## src/rtl/disk_upload_pkg.sv

```systemverilog
// disk_upload_pkg
// Shared definitions for the floppy image upload path: the SDRAM base of the
// FDD buffer region, the upload FSM state encoding and the address helper.
// Also used by the top-level sram address mux.
package disk_upload_pkg;

  // SDRAM byte address of floppy image offset 0 (FDD buffer region).
  localparam logic [24:0] FDD_BASE = 25'h0500000;

  // Upload FSM state encoding.
  typedef logic [2:0] state_t;
  localparam state_t ST_IDLE  = 3'd0;
  localparam state_t ST_REQ   = 3'd1;
  localparam state_t ST_WAIT  = 3'd2;
  localparam state_t ST_HOLD  = 3'd3;
  localparam state_t ST_FLUSH = 3'd4;
  localparam state_t ST_DRAIN = 3'd5;

  // SDRAM address of an image offset (offset already zero-extended).
  // The 25-bit sum wraps modulo 2^25.
  function automatic logic [24:0] fdd_addr(input logic [24:0] base,
                                           input logic [24:0] off);
    return base + off;
  endfunction

endpackage

```

## src/rtl/disk_upload_byte_fifo2.sv

```systemverilog
// byte_fifo2
// Two-entry, 8-bit FIFO with a registered head. Push and pop in the same cycle
// are legal at any fill level that allows the pop, including full.
// Ports:
//   clk, rst_n     : clock, asynchronous active-low reset
//   flush          : synchronous clear of all contents
//   push, din, full: write side
//   pop, dout, empty: read side; dout is the head entry
module byte_fifo2 (
  input  logic       clk,
  input  logic       rst_n,
  input  logic       flush,
  input  logic       push,
  input  logic [7:0] din,
  output logic       full,
  input  logic       pop,
  output logic [7:0] dout,
  output logic       empty
);

  logic [7:0] head_r;
  logic [7:0] tail_r;
  logic [1:0] cnt_r;
  logic       do_pop_s;
  logic       do_push_s;

  // A pop frees the slot a same-cycle push needs when the FIFO is full.
  assign do_pop_s  = pop & (cnt_r != 2'd0);
  assign do_push_s = push & ((cnt_r != 2'd2) | do_pop_s);

  assign full  = (cnt_r == 2'd2);
  assign empty = (cnt_r == 2'd0);
  assign dout  = head_r;

  // Storage and fill count; head always holds the oldest entry.
  always_ff @(posedge clk or negedge rst_n) begin
    if (!rst_n) begin
      head_r <= 8'h00;
      tail_r <= 8'h00;
      cnt_r  <= 2'd0;
    end else if (flush) begin
      head_r <= 8'h00;
      tail_r <= 8'h00;
      cnt_r  <= 2'd0;
    end else begin
      case ({do_push_s, do_pop_s})
        2'b10: begin
          if (cnt_r == 2'd0) begin
            head_r <= din;
          end else begin
            tail_r <= din;
          end
          cnt_r <= cnt_r + 2'd1;
        end
        2'b01: begin
          head_r <= tail_r;
          cnt_r  <= cnt_r - 2'd1;
        end
        2'b11: begin
          // Count unchanged; with one entry the new byte becomes the head.
          if (cnt_r == 2'd1) begin
            head_r <= din;
          end else begin
            head_r <= tail_r;
            tail_r <= din;
          end
        end
        default: begin
          cnt_r <= cnt_r;
        end
      endcase
    end
  end

endmodule

```

## src/rtl/disk_upload.sv

```systemverilog
// disk_upload
// Streams the floppy image held in SDRAM back to the ARM side byte by byte.
// Reads are issued one at a time on the sram misc port; returned bytes go
// through a 2-entry FIFO to a valid/ready stream carrying the image offset.
// Ports:
//   clk_sys, rst_n          : clock, asynchronous active-low reset
//   start, length, abort    : control; length sampled on an accepted start
//   busy, done              : status; done is a one-cycle completion pulse
//   misc_addr, misc_rd      : sram read request (held until misc_ready)
//   misc_dout, misc_ready   : sram read data, valid on the misc_ready pulse
//   up_data, up_valid,
//   up_ready, up_offset     : byte stream to the upload serializer
module disk_upload
  import disk_upload_pkg::*;
#(
  parameter logic [24:0] BASE  = FDD_BASE,
  parameter int          LEN_W = 20
) (
  input  logic             clk_sys,
  input  logic             rst_n,
  input  logic             start,
  input  logic [LEN_W-1:0] length,
  input  logic             abort,
  output logic             busy,
  output logic             done,
  output logic [24:0]      misc_addr,
  output logic             misc_rd,
  input  logic [7:0]       misc_dout,
  input  logic             misc_ready,
  output logic [7:0]       up_data,
  output logic             up_valid,
  input  logic             up_ready,
  output logic [LEN_W-1:0] up_offset
);

  localparam logic [LEN_W-1:0] OFF_ONE = LEN_W'(1);

  state_t           state_r;
  state_t           next_s;
  logic [LEN_W-1:0] len_r;
  logic [LEN_W-1:0] rd_off_r;
  logic [LEN_W-1:0] tx_off_r;
  logic [LEN_W-1:0] rd_inc_s;
  logic             busy_r;
  logic             done_r;
  logic             misc_rd_r;
  logic [24:0]      misc_addr_r;
  logic             push_s;
  logic             pop_s;
  logic             load_s;
  logic             fifo_flush_s;
  logic             fifo_full_s;
  logic             fifo_empty_s;
  logic             zero_done_s;
  logic             end_done_s;

  assign rd_inc_s = rd_off_r + OFF_ONE;
  assign push_s   = (state_r == ST_WAIT) & misc_ready & ~abort;
  assign pop_s    = up_ready & ~fifo_empty_s;
  assign load_s   = (state_r == ST_IDLE) & (next_s == ST_REQ);

  byte_fifo2 u_fifo (
    .clk   (clk_sys),
    .rst_n (rst_n),
    .flush (fifo_flush_s),
    .push  (push_s),
    .din   (misc_dout),
    .full  (fifo_full_s),
    .pop   (pop_s),
    .dout  (up_data),
    .empty (fifo_empty_s)
  );

  // Next-state decode, FIFO flush on abort and the two done sources.
  always_comb begin
    next_s       = state_r;
    fifo_flush_s = 1'b0;
    zero_done_s  = 1'b0;
    end_done_s   = 1'b0;
    case (state_r)
      ST_IDLE: begin
        // FIFO is empty here, so the first read always has a slot.
        if (start && !abort) begin
          if (length != '0) begin
            next_s = ST_REQ;
          end else begin
            zero_done_s = 1'b1;
          end
        end else begin
          next_s = ST_IDLE;
        end
      end
      ST_REQ: begin
        if (abort) begin
          next_s       = ST_IDLE;
          fifo_flush_s = 1'b1;
        end else begin
          next_s = ST_WAIT;
        end
      end
      ST_WAIT: begin
        if (abort) begin
          // The read in flight must complete before going idle.
          fifo_flush_s = 1'b1;
          if (misc_ready) begin
            next_s = ST_IDLE;
          end else begin
            next_s = ST_DRAIN;
          end
        end else if (misc_ready) begin
          // Before this push at most one entry is held, so after it a slot
          // is free exactly when the FIFO was empty or pops this cycle.
          if (rd_inc_s == len_r) begin
            next_s = ST_FLUSH;
          end else if (fifo_empty_s || pop_s) begin
            next_s = ST_REQ;
          end else begin
            next_s = ST_HOLD;
          end
        end else begin
          next_s = ST_WAIT;
        end
      end
      ST_HOLD: begin
        if (abort) begin
          next_s       = ST_IDLE;
          fifo_flush_s = 1'b1;
        end else if (!fifo_full_s || pop_s) begin
          next_s = ST_REQ;
        end else begin
          next_s = ST_HOLD;
        end
      end
      ST_FLUSH: begin
        // Finish on the cycle the last byte is accepted.
        if (abort) begin
          next_s       = ST_IDLE;
          fifo_flush_s = 1'b1;
        end else if (fifo_empty_s || (pop_s && !fifo_full_s)) begin
          next_s     = ST_IDLE;
          end_done_s = 1'b1;
        end else begin
          next_s = ST_FLUSH;
        end
      end
      ST_DRAIN: begin
        if (misc_ready) begin
          next_s = ST_IDLE;
        end else begin
          next_s = ST_DRAIN;
        end
      end
      default: begin
        next_s       = ST_IDLE;
        fifo_flush_s = 1'b1;
      end
    endcase
  end

  // FSM state and registered status/request outputs derived from next state.
  always_ff @(posedge clk_sys or negedge rst_n) begin
    if (!rst_n) begin
      state_r   <= ST_IDLE;
      busy_r    <= 1'b0;
      done_r    <= 1'b0;
      misc_rd_r <= 1'b0;
    end else begin
      state_r   <= next_s;
      busy_r    <= (next_s != ST_IDLE);
      done_r    <= zero_done_s | end_done_s;
      misc_rd_r <= (next_s == ST_WAIT) | (next_s == ST_DRAIN);
    end
  end

  // Read address is registered in REQ and held through WAIT/DRAIN.
  always_ff @(posedge clk_sys or negedge rst_n) begin
    if (!rst_n) begin
      misc_addr_r <= 25'h0000000;
    end else if (state_r == ST_REQ) begin
      misc_addr_r <= fdd_addr(BASE, 25'(rd_off_r));
    end else begin
      misc_addr_r <= misc_addr_r;
    end
  end

  // Length latch plus read and transmit offset counters.
  always_ff @(posedge clk_sys or negedge rst_n) begin
    if (!rst_n) begin
      len_r    <= '0;
      rd_off_r <= '0;
      tx_off_r <= '0;
    end else if (load_s) begin
      len_r    <= length;
      rd_off_r <= '0;
      tx_off_r <= '0;
    end else begin
      if (push_s) begin
        rd_off_r <= rd_inc_s;
      end
      if (pop_s) begin
        tx_off_r <= tx_off_r + OFF_ONE;
      end
    end
  end

  assign busy      = busy_r;
  assign done      = done_r;
  assign misc_rd   = misc_rd_r;
  assign misc_addr = misc_addr_r;
  assign up_valid  = ~fifo_empty_s;
  assign up_offset = tx_off_r;

endmodule

```

## config.mk

```make
export PLATFORM = sky130hd
export DESIGN_NAME = disk_upload
export DESIGN_NICKNAME = d
export VERILOG_FILES = /design/src/rtl/disk_upload_pkg.sv /design/src/rtl/disk_upload_byte_fifo2.sv /design/src/rtl/disk_upload.sv
export SDC_FILE = /design/constraint.sdc
export NUM_CORES = 1
export LEC_CHECK = 0
export CAP_MARGIN = 10
export CORE_ASPECT_RATIO = 0.7
export CORE_MARGIN = 4
export CORE_UTILIZATION = 42
export DETAILED_ROUTE_END_ITERATION = 8
export DONT_BUFFER_PORTS = 1
export GPL_TIMING_DRIVEN = 0
export HOLD_SLACK_MARGIN = 0.05
export PLACE_DENSITY = 0.58
export RECOVER_POWER = 25
export SYNTH_ARGS = -nofsm -noshare
export SYNTH_HDL_FRONTEND = slang
export SYNTH_SLANG_ARGS = --single-unit
```

## constraint.sdc

```tcl
create_clock -name clk_sys -period 8.2 [get_ports clk_sys]
set_input_delay 2.46 -clock clk_sys [delete_from_list [all_inputs] [get_ports clk_sys]]
set_output_delay 2.46 -clock clk_sys [all_outputs]
set_load 0.01 [all_outputs]
```

Word level (Yosys, flattened, before mapping)
Cells that the tools add are included.
Widths: inputs -> output; s select.

cells by class
  bitwise operators = 11
  div/mod/pow operators = 0
  order comparisons = 0
  multipliers = 0
  shift operators = 0
  add/sub/neg operators = 5
  reduce and logical (&&, ||, !) cells = 21
  eq/ne operators = 18
  muxes and demuxes = 35

operators by type and width
  cell                    number
  $mux 20                 4
  $mux 8                  6
  $add 20x1->20 const B   2
  $add 23x20->24 const A  1
  $mux 3                  8
  $pmux 8 s3              1
  $eq 20x20->1            1
  $reduce_bool 20->1      1
  $pmux 3 s6              1
  $pmux 8 s2              1
  $mux 2                  5
  $eq 3x2->1 const B      3
  $eq 3x3->1 const B      3
  $ne 3x3->1 const B      3
  $reduce_bool 3->1       3
  $mux 1                  7
  $and 1x1->1             6
  $eq 2x2->1 const B      3
  $eq 3x1->1 const B      2
  $reduce_bool 2->1       3
  $eq 2x1->1 const B      2
  $pmux 2 s2              1
  $reduce_bool 4->1       1
  $reduce_or 4->1         1
  other kinds (14)        21

word-level totals
  bits in latches = 0
  register bits = 109
  output and inout port bits = 57
  memories kept = 0
  logic and storage cells = 101
  memory bits (writable) = 0
  memory bits (read-only) = 0
  bits of input ports = 34

Longest topological paths before layout
  depth in word-level cells = 12
  depth in mapped cells = 9

Cells and area by module
Synthesis repeated with hierarchy kept, for this count alone.

unflattened totals
  cells, all modules = 530
  area, all modules = 5482.8 µm²

modules (own cells, without submodules)
  module       sequential area each (µm²)  times used  area an instance (µm²)  cells an instance
  disk_upload  2177.1                      1           4570.6                  451
  byte_fifo2   450.4                       1           912.1                   79

Worst setup path after synthesis
OpenSTA, ideal clock, no wires.

  path kind = input-to-reg
  start = input port abort
  end = register u_fifo.head_r[0], in the netlist u_fifo.dout[0]
  data required time = 8.069 ns
  arrival = 3.993 ns
  path slack = 4.076 ns
  cell stages on the path = 6
  cells stage by stage = nor2_1 -> o21ai_0 -> a311oi_1 -> or2_2 -> clkbuf_1 -> o21ai_0

between the ends
  cells in the longest elaborated chain, start to end = 6
  elaborated cells between the ends (all ways) = 13
  classes of those cells = eq/ne (4); mux (4); bitwise (3); reduce/logical (2)

RTL lines
  item                                               line                          text
  start, declared                                    disk_upload.sv:23             input logic abort,
  $not 1->1                                          disk_upload.sv:58             assign push_s = (state_r == ST_WAIT) & misc_ready & ~abort;
  $and 1x1->1                                        disk_upload.sv:58
  $and 1x1->1                                        disk_upload_byte_fifo2.sv:29  assign do_push_s = push & ((cnt_r != 2'd2) | do_pop_s);
  $eq 2x2->1 / $eq 2x1->1 (equally long branches)    disk_upload_byte_fifo2.sv:46  case ({do_push_s, do_pop_s})
  $pmux 8 s3, or another cell as far along           disk_upload_byte_fifo2.sv:46
  $mux 8 / $reduce_and 2->1 (equally long branches)  -
  end signal, assigned                               disk_upload_byte_fifo2.sv:49  head_r <= din;
  end signal, assigned                               disk_upload_byte_fifo2.sv:56  head_r <= tail_r;
  end signal, assigned                               disk_upload_byte_fifo2.sv:62  head_r <= din;
  end, declared                                      disk_upload_byte_fifo2.sv:21  logic [7:0] head_r;

Several ways; a longest one is shown, not always the timed one.
A chain may end at the register's enable or synchronous reset.

Worst setup path in the final report
  start = input port abort
  end = register rd_off_r[2]

between the ends
  cells in the longest elaborated chain, start to end = 7
  elaborated cells between the ends (all ways) = 14
  classes of those cells = eq/ne (1); mux (7); bitwise (3); reduce/logical (3)

RTL lines
  item                                                 line                text
  $logic_not 1->1                                      disk_upload.sv:83   if (start && !abort) begin
  $logic_and 1x1->1                                    disk_upload.sv:83
  $mux 3                                               disk_upload.sv:83
  $pmux 3 s6                                           disk_upload.sv:80   case (state_r)
  $eq 3x1->1                                           disk_upload.sv:60   assign load_s = (state_r == ST_IDLE) & (next_s == ST_REQ);
  $and 1x1->1                                          disk_upload.sv:60
  $mux 20 / $reduce_bool 2->1 (equally long branches)  -
  end signal, assigned                                 disk_upload.sv:198  rd_off_r <= rd_inc_s;
  end, declared                                        disk_upload.sv:41   logic [LEN_W-1:0] rd_off_r;

Several ways; a longest one is shown, not always the timed one.

==> impl_metrics.tcl <==
set metrics [dict create \
    num_vias 4167 \
    synth_mux_area_share_pct 10.4 \
    synthAdderAreaFrac_pct 1.12 \
    rows 34 \
    highest_layer "met4" \
    syn_inst 546 \
    leakagePower_nw 2.61 \
    rrSetupSlack_ns 4.79 \
    drive_gt1_share_pct 14.2 \
    clock-root-buffer "clkbuf_16" \
    slew_headroom_pct 22.4 \
    port_buffers 0 \
    rsz0062_at_grt "no" \
    fin_crit_sh_pct 53.9 \
    start_util_pct 44.0 \
    crit_path_max_incr_delay_ns 0.58 \
    crit_path_cell_trace "nor2_1 > nand4_1 > a31oi_1 > clkbuf_1 > buf_1 > nor2_1" \
    num_antenna_cells 0 \
    cp_max_fo 10 \
    avgRoutedWirePerCell_um 19.4 \
    ys_types 61 \
    fp.coreArea_um2 12700 \
    fp.dieArea_um2 15300 \
    max_freq_mhz 226 \
    min_to "u_fifo.tail_r[4]" \
    avgViaCountPerCell 5.74 \
    fin_setup_tns_ns 0 \
    drc_errors 0 \
    async_reset_ff_share_pct 100 \
    hold_start "u_fifo.tail_r[4]" \
    ioPinCount 91 \
    critical_path_arrival_ns 4.63 \
    synthXorXnorAreaFrac_pct 9.32 \
    yosysWarningCount 0 \
    cp-end-kind "register" \
    clock_path_buffers 2 \
    met1_length_um 6980 \
    drtAntennaViolNets 0 \
    cts_sinks 105 \
    peakVddDrop_v 0.000113 \
    final_area_um2 6120 \
    critPathKind "input port to register" \
    met3_length_um 1130 \
    grt_overflow 0 \
    ys.flop_type "dfrtp_1" \
    htree_levels 3 \
    cts_setup_buffers 0 \
    synth_compound_area_share_pct 10.5 \
    yosys.area_share.simple_pct 18.1 \
    grt_pass1_wl_um 22800 \
    drt_first_pass_iters 5 \
    hold_class "register to register" \
    wl_met2_um 5880 \
    r2r_cells 8 \
    synth_top_family_by_area "simple AND/OR/NAND/NOR gates" \
    p_per_area_nw_per_um2 268 \
    critPathLaunchType "input port" \
    final_max_slew_viol_count 0 \
    timing.rr.end "state_r[0]" \
    ys_ff_latch 105 \
    die_h_um 105 \
    fin_skew_ns 0.00718 \
    syn_avg_cell_area_um2 10.3 \
    drt_iter0_drc 332 \
    grt_pass1_vias 3994 \
    cts_buffers 9 \
    area_growth_pct 9.32 \
    min_period_ns 4.42 \
    hold_depth 1 \
    post_cts_resized 0 \
    setup_viol 0 \
    path_clk_slew_ns 0.08 \
    cts_tree "done" \
    track_usage_pct 18.6 \
    finalNetCount 598 \
    placed_area_um2 5810 \
    tightestPinTransition_ns 1.16 \
    yosysSeqAreaShare_pct 46.9 \
    maxCapViolCount 0 \
    cpMaxStageDelayCell "a31oi_1" \
    synth_area_um2 5600 \
    postCtsHoldBufs 0 \
    status "finished clean" \
    hold_viol_final 0 \
    r2r-start "rd_off_r[0]" \
    die-width_um 146 \
    required_ns 8.41 \
    routabilityCongestion 0.919 \
    post-dp-hpwl_um 10400 \
    drt-total-wl_um 14100 \
    insertion_delay_ns 0.35 \
    grt_max_degree 106 \
    synth_edf_count 0 \
    antenna_found_initial 0 \
    crit_top_cell "nor2_1" \
]
-- cells in the final DEF (no fill, tap or decap), types with 10 or more instances in the layout --
master / count
clkbuf_1: 15
xnor2_1: 25
nand4_1: 16
mux2_2: 40
xor2_1: 32
dfrtp_1: 105
o21ai_0: 29
nor2_1: 45
a21oi_1: 17
nand3_1: 16
inv_1: 10
nand2_1: 39
mux2i_1: 13
nor3_1: 14
-- how the worst max path moves through the flow --
stage	start	end	slack, ns	cells past startpoint
2_1_floorplan	abort	u_fifo.dout[0]	4.08	6
6_report	abort	rd_off_r[2]	3.78	6
3_3_place_gp	abort	rd_off_r[2]	3.41	6
4_1_cts	abort	rd_off_r[2]	3.73	6
3_5_place_dp	abort	rd_off_r[2]	3.35	6
5_1_grt	abort	u_fifo.dout[2]	3.54	6
-- sequential cells by signal, summed over array words and instances, names as in the netlist --
| name | flops |
|---|---|
| state_r | 3 |
| misc_addr | 21 |
| misc_rd | 1 |
| u_fifo.cnt_r | 2 |
| u_fifo.dout | 8 |
| len_r | 20 |
| u_fifo.tail_r | 8 |
| busy | 1 |
| rd_off_r | 20 |
| done | 1 |
| up_offset | 20 |
-- synth_stat cells, drive strengths merged, types with 10 or more instances --
| library cell | instances | area share (%) |
|---|---|---|
| nor3 | 14 | 1.3 |
| nor2 | 45 | 3.0 |
| nand3 | 17 | 1.6 |
| o21ai | 29 | 2.6 |
| a21oi | 17 | 1.5 |
| xnor2 | 25 | 3.9 |
| clkbuf | 15 | 1.0 |
| nor4 | 10 | 1.2 |
| mux2i | 13 | 2.3 |
| mux2 | 40 | 8.0 |
| nand4 | 17 | 2.0 |
| xor2 | 32 | 5.0 |
| inv | 10 | 0.67 |
| buf | 19 | 1.9 |
| nand2 | 39 | 2.6 |
| dfrtp | 105 | 47 |
-- power by group --
part | leakage, nW | internal (mW) | total, mW | switching (mW)
sequential | 1.40 | 0.615 | 0.724 | 0.109
clock | 0.150 | 0.249 | 0.452 | 0.203
combinational | 1.06 | 0.212 | 0.466 | 0.254
total | 2.61 | 1.08 | 1.64 | 0.565
-- cells by family after synthesis --
group,Yosys count
xor gates and xnor gates,58
other,1
muxes,53
and+or+nand+nor,192
buffers and inverters,44
DFF,105
AOI/OAI and AO/OA,88
adders and majority gates,5
-- per-stage QoR --
step                      instances  util [%]  setup slack [ns]  hold WS, ns  power (mW)
after CTS                       726      48.1              3.73        0.507        1.65
after floorplan                 548         -              4.08        0.466        1.08
after global placement          710      45.7              3.41        0.482        1.18
after global routing            726      48.1              3.54        0.523        1.75
after detailed placement        710      45.7              3.35        0.481        1.20
final                           726      48.1              3.78        0.505        1.64
-- cell type report --
| type | instances | area, µm² |
|---|---|---|
| tap | 162 | 203 |
| sequential | 105 | 2630 |
| fill | 1192 | 6600 |
| multi-input combinational | 399 | 2780 |
| buffer | 34 | 164 |
| clock buffer | 10 | 239 |
| inverter | 10 | 37.5 |
| clock inverter | 6 | 72.6 |
-- critical path, delay by kind of cell --
family	cells	cell delay [ns]
buffers and inverters	2	1.02
AND/OR/NAND/NOR	3	0.57
AO/OA/AOI/OAI	1	0.58
-- metal layers --
| layer | GRT usage [%] | vias to the layer above |
|---|---|---|
| li1 | - | 1970 |
| met1 | 28.5 | 2059 |
| met2 | 25.7 | 128 |
| met3 | 5.71 | 10 |
| met4 | 4.23 | 0 |
| met5 | 0 | - |
(Power assumes the default switching activity.)
